===== config.mk =====
export PLATFORM = sky130hd
export DESIGN_NAME = paddle_controller
export DESIGN_NICKNAME = d
export VERILOG_FILES = /design/src/rtl/paddle_controller.sv
export SDC_FILE = /design/constraint.sdc
export NUM_CORES = 1
export LEC_CHECK = 0
export ABC_AREA = 1
export ABC_CLOCK_PERIOD_IN_PS = 7400
export CAP_MARGIN = 15
export CORE_UTILIZATION = 35
export CTS_CLUSTER_SIZE = 40
export DETAILED_ROUTE_END_ITERATION = 10
export HOLD_SLACK_MARGIN = 0.12
export PLACE_DENSITY_LB_ADDON = 0.15
export SLEW_MARGIN = 10
export SYNTH_ARGS = -nofsm -noshare
export SYNTH_HDL_FRONTEND = slang
export SYNTH_SLANG_ARGS = --single-unit

===== constraint.sdc =====
create_clock -name clk -period 7.4 [get_ports clk]
set_input_delay 2.22 -clock clk [delete_from_list [all_inputs] [get_ports clk]]
set_output_delay 2.22 -clock clk [all_outputs]
set_load 0.02 [all_outputs]

===== src/rtl/paddle_controller.sv =====
// Per-frame paddle motion controller: synchronised buttons drive an IDLE/SLOW/FAST
// state machine that moves a clamped paddle centre once per frame_tick. Optional: PADDLE_AUTOPLAY_EN.
module paddle_controller #(
  parameter int SCREEN_WIDTH  = 640,
  parameter int PADDLE_WIDTH  = 99,
  parameter int X_INIT        = 320,
  parameter int SPEED_SLOW    = 2,
  parameter int SPEED_FAST    = 6,
  parameter int ACCEL_FRAMES  = 8,
  parameter int AUTO_DEADBAND = 4
) (
  input  logic       clk,
  input  logic       reset,
  input  logic       frame_tick,
  input  logic       btn_left,
  input  logic       btn_right,
  input  logic       recenter,
  input  logic       autoplay,
  input  logic [9:0] ball_x,
  output logic [9:0] x,
  output logic       moving,
  output logic       fast,
  output logic       at_edge
);

  localparam logic signed [11:0] X_MIN = 12'(PADDLE_WIDTH / 2);
  localparam logic signed [11:0] X_MAX = 12'(SCREEN_WIDTH - (PADDLE_WIDTH + 1) / 2);

  typedef enum logic [1:0] {IDLE, SLOW, FAST} state_t;

  state_t      state_q, state_d;
  logic [7:0]  cnt_q, cnt_d;
  logic        right_q, right_d;
  logic [9:0]  x_q, x_d;
  logic        edge_q, edge_d;
  logic        moving_q, fast_q;
  logic [1:0]  lsync_q, rsync_q;

  logic              want_l, want_r;
  logic signed [11:0] step, xn;

`ifdef PADDLE_AUTOPLAY_EN
  logic [10:0] ball_w, x_w;
  assign ball_w = {1'b0, ball_x};
  assign x_w    = {1'b0, x_q};
  always_comb begin
    want_l = lsync_q[1];
    want_r = rsync_q[1];
    if (autoplay) begin
      want_l = (ball_w + 11'(AUTO_DEADBAND)) < x_w;
      want_r = ball_w > (x_w + 11'(AUTO_DEADBAND));
    end
  end
`else
  logic unused_autoplay;
  assign unused_autoplay = ^{autoplay, ball_x};
  assign want_l = lsync_q[1];
  assign want_r = rsync_q[1];
`endif

  // NOTE: every always_comb output gets a default first so no latch is inferred.
  always_comb begin
    state_d = state_q;
    cnt_d   = cnt_q;
    right_d = right_q;
    x_d     = x_q;
    edge_d  = edge_q;
    step    = '0;
    xn      = signed'({2'b00, x_q});
    if (recenter) begin
      // Recenter wins over a coincident tick; that tick is dropped.
      state_d = IDLE;
      cnt_d   = '0;
      x_d     = 10'(X_INIT);
      edge_d  = 1'b0;
    end else if (frame_tick) begin
      if (want_l == want_r) begin
        state_d = IDLE;
        cnt_d   = '0;
        edge_d  = 1'b0;
      end else begin
        if (state_q == IDLE || want_r != right_q) begin
          state_d = SLOW;
          cnt_d   = 8'd1;
          right_d = want_r;
        end else if (state_q == SLOW) begin
          if (cnt_q == 8'(ACCEL_FRAMES)) state_d = FAST;
          else                           cnt_d   = cnt_q + 8'd1;
        end
        step = (state_d == FAST) ? 12'(SPEED_FAST) : 12'(SPEED_SLOW);
        xn   = want_r ? xn + step : xn - step;
        if (xn < X_MIN) begin
          x_d    = 10'(X_MIN);
          edge_d = 1'b1;
        end else if (xn > X_MAX) begin
          x_d    = 10'(X_MAX);
          edge_d = 1'b1;
        end else begin
          x_d    = xn[9:0];
          edge_d = 1'b0;
        end
      end
    end
  end

  // NOTE: sequential state uses non-blocking assignments only.
  always_ff @(posedge clk or posedge reset) begin
    if (reset) begin
      lsync_q  <= '0;
      rsync_q  <= '0;
      state_q  <= IDLE;
      cnt_q    <= '0;
      right_q  <= 1'b0;
      x_q      <= 10'(X_INIT);
      edge_q   <= 1'b0;
      moving_q <= 1'b0;
      fast_q   <= 1'b0;
    end else begin
      lsync_q  <= {lsync_q[0], btn_left};
      rsync_q  <= {rsync_q[0], btn_right};
      state_q  <= state_d;
      cnt_q    <= cnt_d;
      right_q  <= right_d;
      x_q      <= x_d;
      edge_q   <= edge_d;
      moving_q <= (state_d != IDLE);
      fast_q   <= (state_d == FAST);
    end
  end

  assign x       = x_q;
  assign moving  = moving_q;
  assign fast    = fast_q;
  assign at_edge = edge_q;

endmodule


==> summary.md <==
| Metric | Value |
|---|---|
| Synth top cells by count | 78 x nand2_1, 41 x inv_1, 27 x nand3_1, 26 x dfrtp_1, 24 x nor2_1 |
| Starting Density | between 30% and 40% |
| Design area | approximately 0.0022 sq mm |
| Die Area | 0.00566 sq mm |
| H-Tree Depth | 1 |
| Largest net degree at the start of global routing | 29 |
| DRT iter0 DRCs | 78 |
| Crit path DAT | roughly 1.5 ns |
| Synth Area in Simple Gates | between 30% and 40% |
| Actual slew at the worst max-slew pin | 0.589 ns |
| HPWL after DPL | approximately 3.2 mm |
| Worst Hold Slack | roughly 0.36 ns |
| I/O Pins | 30 |
| Mapped Cells | 267 |
| Max Cap Viol | 0 |
| Main area contributors after synthesis | dfrtp_1 35%, nand2_1 16%, inv_1 8.2% |
| Cell family with most CP delay | buffers and inverters |
| Post-Syn Area | around 0.0019 sq mm |
| Placement Cell Area | 0.00212 sq mm |
| XOR/XNOR share of the synthesized area | under 10% |
| Number of buffers created by CTS | 3 |
| Synth Area in Compound Gates | between 7 and 8% |
| Root buf cell | clkbuf_8 |
| Deepest clock path buffer count | 2 |
| Crit Path Category | flip-flop to output port |
| Kind of start point of the critical path | flip-flop |
| Sequential-to-total area share from yosys stat | around 37% |
| PortBufs | 18 |
| Clock Latency Late Sink | 0.27 ns |
| Vias per cell | between 4 and 5 |
| Type of the worst min-delay path | flip-flop to flip-flop |
| Crit path max fanout | 8 |
| Ys Warns | 0 |
| Avg Cell Area, Syn | 7.02 sq um |
| Peak VDD IR | roughly 0.00010 V |
| Routed length per placed instance | around 11 um |
| First-pass GRT wire length | around 6.7 mm |
| Final Hold Viols | 0 |
| Asr flop ratio synth | between 90% and 100% |
| Post-CTS Setup Bufs | 0 |
| Final setup fails | 0 |
| Post-route DRC violation count | 0 |
| PD cells | just under 200 mW/mm^2 |
| Pre-antenna DRT Iters | 4 |
| Initial antenna violation count | 0 |
| DIE HEIGHT | ~75 um |
| Fmax | approximately 270 MHz |
| Met3 usage | under 10% |
| Setup TNS | 0 ns |
| Leak | 0.00112 uW |
| Layout Nets | roughly 310 |
| Most frequent cell after synthesis | nand2_1 |
| Routability cong. | 0.842 |
| Crit. End Element | output port |
| Final Max Tran Viols | 0 |
| Chip width | 75.2 um |
| Clk slew on worst S/H paths | 0.09 ns |
| Mapped Nets | 290 |
| Footprint of the multi-input gates | 977 sq um |
| Resized Gates After CTS | 0 |
| Distinct cells, synth | 32 |
| CP Cell Sequence | clkdlybuf4s50_1 |
| Grt met2 use | roughly 26% |
| Largest family of logic cells by synthesized area | simple AND/OR/NAND/NOR gates |
| Unrepaired setup endpoints after global routing | false |
| Post-synth EDFFs | 0 |
| Area delta synth->final | 16.8% |
| CP max stage delay | around 0.63 ns |
| Setup Skew | between 0.0015 and 0.002 ns |
| Mux cell area share after synthesis | 0% |
| Final non-filler cell total | about 360 |
| Grt total ovfl | 0 |
| Number of routed nets with antenna violations | 0 |
| Core area | between 0.005 and 0.006 sq mm |
| FP Rows | 26 |
| TritonCTS Sinks | 28 |
| Layout Utilization | 42.6% |
| Diode count | 0 |
| Via count | 1,666 |
| Grt met1 use | 22.9% |
| Flop and latch count out of synthesis | 28 |
| Dpl cells | between 300 and 400 |
| Most Crowded Layer GR | met2 |
| Dominant cell type by area after synthesis | dfrtp_1 |
| Post-synth top area share | between 30% and 40% |
| Time the worst path needs with I/O delays and setup | 3.74 ns |
| Via count of the first global-routing pass | roughly 1,400 |
| Global Route Usage Sum | between 10% and 20% |
| CP bufs+invs | 1 |
| CP max-delay cell | clkdlybuf4s50_1 |
| Fraction of layout cells with a size suffix above 1 | between 10% and 20% |
| Relative slew margins | between 60% and 70% |
| Register area | around 700 sq um |
| Final period util | around 50% |
| Synth Flop Type | dfrtp_1 |
| Status | finished clean |
| Fillers | 570 |
| Hold_buf cts | 0 |
| Critical Path RT | 5.18 ns |
| CTS tree | yes |
| Drt total wl | about 4.0 mm |
| Adder-Cell Fraction of Synth Area | 4.80% |
==> layer usage <==
layer,share of wire [%],vias up
li1,-,885
met1,51,747
met2,45,30
met3,3.3,4
met4,1.1,0
met5,0,-
==> worst paths after layout <==
kind	from	to	slack [ns]	cells after the start
min in group asynchronous	reset	fast	2.31	2
max	x[8]	x[8]	3.66	1
min	rsync_q[0]	rsync_q[1]	0.36	0
max in group asynchronous	reset	x[8]	4.51	3
min reg2reg	rsync_q[0]	rsync_q[1]	0.36	0
max reg2reg	cnt_q[0]	x[3]	4.07	20
==> cell families (layout without fill, tap and decap cells) <==
group,Yosys count,in the layout
simple gates,159,159
buf+inv,47,68
flops,28,28
compound gates,24,24
fa+ha+maj,6,6
xor+xnor,3,3
==> state kept, by name, summed over array words and instances (netlist names) <==
register,flops
state_q,2
fast,1
at_edge,1
lsync_q,2
x,10
rsync_q,2
cnt_q,8
right_q,1
moving,1
==> through the flow <==
| stage | power (uW) | setup WS [ns] |
|---|---|---|
| 2_1_floorplan | 293 | 4.35 |
| 3_3_place_gp | 336 | 3.64 |
| 4_1_cts | 433 | 3.65 |
| 3_5_place_dp | 336 | 3.64 |
| 5_1_grt | 461 | 3.62 |
| 6_report | 427 | 3.66 |
==> placed cells by master, fill, tap and decap left out, types with 2 or more instances in the layout <==
cell type	n
nand2_4	2
nor3_1	5
xnor2_1	2
nor3b_1	2
nand3_1	27
dfstp_2	2
o21ai_0	9
nand3_2	2
dfrtp_1	26
nand4_1	5
o22ai_1	3
ha_1	4
a21oi_1	2
inv_2	2
inv_1	41
nand2_2	3
fa_1	2
nor2_1	24
clkbuf_8	4
nor2_2	8
o21ai_1	6
clkdlybuf4s50_1	18
nand2_1	78
==> final cells by class <==
cell class	count	area share, %
Inverter	45	7.88
Multi-Input combinational cell	192	44.6
Timing Repair Buffer	19	8.91
Tap cell	70	4.00
Clock buffer	4	2.51
Sequential cell	28	32.1
==> where the power goes <==
part,switching [uW],total [uW],leakage (uW),internal [uW]
registers,19.6,186,0.000368,166
logic,91.6,148,0.000721,56.5
clock network,45.1,92.7,0.0000288,47.6
(Power assumes the default switching activity.)
